### config.mk
export PLATFORM = sky130hd
export DESIGN_NAME = fifo_wr_arbiter_flat
export DESIGN_NICKNAME = d
export VERILOG_FILES = /design/src/rtl/fifo_wr_arbiter_if.sv /design/src/rtl/fifo_wr_arbiter.sv /design/src/flat_wrapper.sv
export SDC_FILE = /design/constraint.sdc
export NUM_CORES = 1
export LEC_CHECK = 0
export CAP_MARGIN = 5
export CORE_MARGIN = 2
export CORE_UTILIZATION = 38
export CTS_BUF_LIST = sky130_fd_sc_hd__clkbuf_2
export DETAILED_ROUTE_END_ITERATION = 7
export PLACE_DENSITY = 0.72
export SYNTH_ARGS = -nofsm -noshare
export SYNTH_HDL_FRONTEND = slang
export SYNTH_SLANG_ARGS = --single-unit
### constraint.sdc
create_clock -name CLK -period 1.8 [get_ports CLK]
set_input_delay 0.36 -clock CLK [delete_from_list [all_inputs] [get_ports CLK]]
set_output_delay 0.36 -clock CLK [all_outputs]
set_load 0.1 [all_outputs]
### src/rtl/fifo_wr_arbiter_if.sv
// Handshake and FIFO write-side bundle shared by the RF/ALU result sources and the arbiter.
interface fifo_wr_arbiter_if #(
   parameter int DATA_WIDTH    = 8,
   parameter int ALU_OUT_WIDTH = 2*DATA_WIDTH
);
   logic                     RF_REQ;
   logic [DATA_WIDTH-1:0]    RF_DATA;
   logic                     RF_ACK;
   logic                     ALU_REQ;
   logic [ALU_OUT_WIDTH-1:0] ALU_DATA;
   logic                     ALU_ACK;
   logic                     FIFO_FULL;
   logic [DATA_WIDTH-1:0]    WR_DATA;
   logic                     WR_INC;
   logic                     BUSY;

   modport slave (
      input  RF_REQ, RF_DATA, ALU_REQ, ALU_DATA, FIFO_FULL,
      output RF_ACK, ALU_ACK, WR_DATA, WR_INC, BUSY
   );

   modport master (
      output RF_REQ, RF_DATA, ALU_REQ, ALU_DATA, FIFO_FULL,
      input  RF_ACK, ALU_ACK, WR_DATA, WR_INC, BUSY
   );
endinterface

### src/rtl/fifo_wr_arbiter.sv
// Round-robin arbiter sharing the TX FIFO write port between the RF byte path and the
// two-byte ALU result path; ALU bursts are atomic and FIFO_FULL stalls the send states.
module fifo_wr_arbiter #(
   parameter int DATA_WIDTH    = 8,
   parameter int ALU_OUT_WIDTH = 2*DATA_WIDTH
) (
   input  logic              CLK,
   input  logic              RST,
   fifo_wr_arbiter_if.slave  arb
);
   typedef enum logic [1:0] {IDLE, SEND_RF, SEND_ALU_LO, SEND_ALU_HI} state_e;

   state_e                state_q, state_d;
   logic                  ptr_alu_q, ptr_alu_d;   // 0: RF has priority, 1: ALU has priority
   logic [DATA_WIDTH-1:0] hi_q, hi_d;
   logic [DATA_WIDTH-1:0] wr_data_q, wr_data_d;
   logic                  rf_ack, alu_ack, wr_inc;

   always_ff @(posedge CLK or negedge RST) begin
      if (!RST) begin
         state_q   <= IDLE;
         ptr_alu_q <= 1'b0;
         hi_q      <= '0;
         wr_data_q <= '0;
      end else begin
         state_q   <= state_d;
         ptr_alu_q <= ptr_alu_d;
         hi_q      <= hi_d;
         wr_data_q <= wr_data_d;
      end
   end

   always_comb begin
      state_d   = state_q;
      ptr_alu_d = ptr_alu_q;
      hi_d      = hi_q;
      wr_data_d = wr_data_q;
      rf_ack    = 1'b0;
      alu_ack   = 1'b0;
      wr_inc    = 1'b0;
      case (state_q)
         IDLE: begin
            // ACKs are combinational, so keep them quiet while reset is held
            if (RST) begin
               if (arb.RF_REQ && (!arb.ALU_REQ || !ptr_alu_q)) begin
                  rf_ack    = 1'b1;
                  state_d   = SEND_RF;
                  ptr_alu_d = 1'b1;
                  wr_data_d = arb.RF_DATA;
               end else if (arb.ALU_REQ) begin
                  alu_ack   = 1'b1;
                  state_d   = SEND_ALU_LO;
                  ptr_alu_d = 1'b0;
                  wr_data_d = arb.ALU_DATA[DATA_WIDTH-1:0];
                  hi_d      = arb.ALU_DATA[ALU_OUT_WIDTH-1:DATA_WIDTH];
               end
            end
         end
         SEND_RF: begin
            wr_inc = !arb.FIFO_FULL;
            if (wr_inc) state_d = IDLE;
         end
         SEND_ALU_LO: begin
            wr_inc = !arb.FIFO_FULL;
            if (wr_inc) begin
               state_d   = SEND_ALU_HI;
               wr_data_d = hi_q;
            end
         end
         SEND_ALU_HI: begin
            wr_inc = !arb.FIFO_FULL;
            if (wr_inc) state_d = IDLE;
         end
         default: state_d = IDLE;
      endcase
   end

   assign arb.RF_ACK  = rf_ack;
   assign arb.ALU_ACK = alu_ack;
   assign arb.WR_INC  = wr_inc;
   assign arb.WR_DATA = wr_data_q;
   assign arb.BUSY    = (state_q != IDLE);
endmodule
### src/flat_wrapper.sv
// flat-port wrapper written by rule: the top's interface ports become plain ports
module fifo_wr_arbiter_flat 
#(
   parameter int DATA_WIDTH    = 8,
   parameter int ALU_OUT_WIDTH = 2*DATA_WIDTH
)
  (CLK, RST, arb_RF_REQ, arb_RF_DATA, arb_ALU_REQ, arb_ALU_DATA, arb_FIFO_FULL, arb_RF_ACK, arb_ALU_ACK, arb_WR_DATA, arb_WR_INC, arb_BUSY);
  fifo_wr_arbiter_if #(.DATA_WIDTH(DATA_WIDTH), .ALU_OUT_WIDTH(ALU_OUT_WIDTH)) arb_i ();
  input  logic CLK;
  input  logic RST;
  input wire logic [$bits(arb_i.RF_REQ)-1:0] arb_RF_REQ;
  input wire logic [$bits(arb_i.RF_DATA)-1:0] arb_RF_DATA;
  input wire logic [$bits(arb_i.ALU_REQ)-1:0] arb_ALU_REQ;
  input wire logic [$bits(arb_i.ALU_DATA)-1:0] arb_ALU_DATA;
  input wire logic [$bits(arb_i.FIFO_FULL)-1:0] arb_FIFO_FULL;
  output wire logic [$bits(arb_i.RF_ACK)-1:0] arb_RF_ACK;
  output wire logic [$bits(arb_i.ALU_ACK)-1:0] arb_ALU_ACK;
  output wire logic [$bits(arb_i.WR_DATA)-1:0] arb_WR_DATA;
  output wire logic [$bits(arb_i.WR_INC)-1:0] arb_WR_INC;
  output wire logic [$bits(arb_i.BUSY)-1:0] arb_BUSY;
  assign arb_i.RF_REQ = arb_RF_REQ;
  assign arb_i.RF_DATA = arb_RF_DATA;
  assign arb_i.ALU_REQ = arb_ALU_REQ;
  assign arb_i.ALU_DATA = arb_ALU_DATA;
  assign arb_i.FIFO_FULL = arb_FIFO_FULL;
  assign arb_RF_ACK = arb_i.RF_ACK;
  assign arb_ALU_ACK = arb_i.ALU_ACK;
  assign arb_WR_DATA = arb_i.WR_DATA;
  assign arb_WR_INC = arb_i.WR_INC;
  assign arb_BUSY = arb_i.BUSY;
  fifo_wr_arbiter #(.DATA_WIDTH(DATA_WIDTH), .ALU_OUT_WIDTH(ALU_OUT_WIDTH)) u_core (.CLK(CLK), .RST(RST), .arb(arb_i));
endmodule
==> qor.txt <==
Status = finished with violations
Failing checks = setup timing
Critical path's top delay family = flip-flops
GRT Total Usage = 17.1%
Initial Util = 39.7%
Netlist cell types = 19
CTS clock-pin slew for the worst setup and hold paths = 0.19 ns
Drt via density = 5.05
Pin count of the biggest net entering global routing = 17
Horiz. Die Dim = 54.9 µm
Reg2Reg Depth = 5
Clock tree from TritonCTS = done
Routed Antenna Nets = 0
Final setup vio count = 1
Clk_lat worst skew = 0.31 ns
Root Driver = clkbuf_2
Fin crit share = 101%
Port buffer count = 40
CP max FO = 5
Sink Count = 19
Area of the core = 0.00248 mm²
ANT cells = 0
WS Path Type = flip-flop to output port
Setup TNS = -0.0187 ns
Register area share after synthesis = 48.3%
RSZ-0062 raised after global routing = yes
Initial antenna violation count = 0
Static leakage = 0.716 nW
Worst EP arrival = 1.46 ns
GR Overflow Total = 0
Post-Route WL = 2370 µm
Fin. max-slew vios = 0
Initial DRC count = 32
Final setup margin = -0.0187 ns
Most frequent cells in the layout = 25 x clkdlybuf4s50_1, 24 x nand3_1, 18 x dfrtp_1
Max cap viols = 0
First-pass GRT wire length = 3570 µm
Vias in the first global route = 798
Via Count = 889
Drt first pass iters = 4
Worst path cell trace = nor2_4, buf_6, and3_4, buf_12
# IOs = 41
FF-to-FF setup slack = 0.16 ns
WP depth = 4
CTS H-tree lvls = 1
Post-synth design cell area = 985 µm²
Slew headroom = 65.2%
Slew @ Worst Pin = 0.521 ns
Fin util = 66.7%
Fin. Hold Viols = 0
Crit. Startpoint = u_core.state_q[1]
Worst EP required = 1.44 ns
Post-Syn Instances = 94
Syn nets = 123
Synthesized area per cell = 10.5 µm²
Die footprint = 0.00301 mm²
Drt wl/cell = 13.5 µm
Commonest non-fill, non-tap cell in the layout = clkdlybuf4s50_1
Worst r2r src = u_core.state_q[0]
Clock Skew = 0.00566 ns
CP max-delay cell = dfrtp_1
Final Wtd Congestion = 0.848
Hold buffer count at CTS = 0
Worst Hold Class = input port to asynchronous set/reset pin
Inserted Clock Buffers = 3
Slowest Stage Delay on Critical Path = 0.46 ns
Die span in y = 54.9 µm
Total power = 3.25 mW
Residual DRC = 0
Max Fclk = 550 MHz
Pwr/cell area = 1970 mW/mm²
Synth warn = 0
Worst vdd ir = 1.73 mV
Clock buffer depth = 2
Core Rows = 18
Net count, final = 176
Final HPWL DP = 1950 µm
Worst Path Buf+Inv = 2
Synthesis-to-layout area growth = 67.9%
Share of post-route cells with drive strength above 1 = 38.4%
Critical path endpoint category = output port
Min Clock Period, post-route = 1.82 ns
FF+latch count, synth = 19
Worst Setup Start Kind = flip-flop
## power breakdown
group	switching [mW]	internal (mW)	total (mW)	leakage, nW
Clock	0.139	0.0504	0.189	0.0164
Combinational	1.32	0.909	2.22	0.473
Sequential	0.192	0.646	0.837	0.226
Total	1.65	1.60	3.25	0.716
## metrics by stage
step           worst slack [ns]  hold slack, ns  std cells  instance area [µm²]
2_1_floorplan            0.0303          0.0644         94                  992
3_3_place_gp             -0.186           0.496        170                 1600
3_5_place_dp             -0.226           0.500        170                 1600
4_1_cts                 -0.0251           0.151        174                 1620
5_1_grt                 -0.0858           0.139        176                 1650
6_report                -0.0187           0.153        176                 1650
## what timing repair did
action / 4_1_cts / 5_1_grt
cloned: 0 / 0
setup buffers: 1 / 2
endpoints found under the setup margin: 2 / 1
resized for setup: 5 / 3
pin swaps: 2 / 1
## cells by family (layout without fill, tap and decap cells)
logic type             count (synthesis)  in the layout  share of synthesized area, %
and+or+nand+nor                       42             42                          21.1
DFF                                   19             19                          48.3
muxes                                 17             17                          19.4
AOI/OAI and AO/OA                      9              9                          7.62
buffers and inverters                  7             59                          3.56
## worst reg2reg max path, delay by kind of cell (launching register included)
kind / cells / cell delay [ns]
and+or+nand+nor: 3 / 0.68
DFF: 1 / 0.46
buffers and inverters: 1 / 0.16
muxes: 1 / 0.26
## final timing paths
check	to
worst max-delay path	arb_RF_ACK
worst min-delay path	u_core.arb.WR_DATA[5]
worst max register to register	u_core.arb.WR_DATA[7]
worst min register to register	u_core.hi_q[0]
max in group asynchronous	u_core.state_q[0]
min in group CLK	u_core.hi_q[0]
## cell type report
cell class | instances | area (µm²)
Fill cell | 201 | 825
Timing Repair Buffer | 52 | 611
Multi-Input combinational cell | 68 | 493
Sequential cell | 19 | 477
Tap cell | 30 | 37.5
Clock buffer | 3 | 15.0
Inverter | 3 | 15.0
Clock inverter | 1 | 5.00
## synth_stat cells
master	n	area [µm²]
buf_2	1	5.00
a21bo_2	1	10.0
a21boi_2	1	11.3
clkbuf_1	2	7.51
nor2_1	4	15.0
mux2_2	17	191
dfrtp_1	19	475
a41oi_1	1	8.76
nor2_4	2	22.5
o21ai_2	1	8.76
a31oi_1	1	6.26
nand2b_1	1	6.26
o21ai_0	3	15.0
inv_1	3	11.3
and3_1	1	6.26
nand2_1	10	37.5
o2111ai_2	1	15.0
buf_6	1	11.3
nand3_1	24	120
## state kept, by name (all words and copies together) (netlist names)
signal	cells
u_core.arb.WR_DATA	8
u_core.hi_q	8
u_core.state_q	2
u_core.ptr_alu_q	1
## metal layers
| metal | share of wire, % | up-vias | wire, µm | track usage, % |
|---|---|---|---|---|
| met1 | 43 | 417 | 1020 | 23.3 |
| met4 | 1.1 | 0 | 26 | 7.72 |
| met2 | 52 | 26 | 1230 | 26.0 |
| li1 | - | 440 | - | - |
| met5 | 0 | - | 0 | 0 |
| met3 | 3.9 | 6 | 92 | 3.76 |
Note: power is estimated with default switching activity, not from simulation.
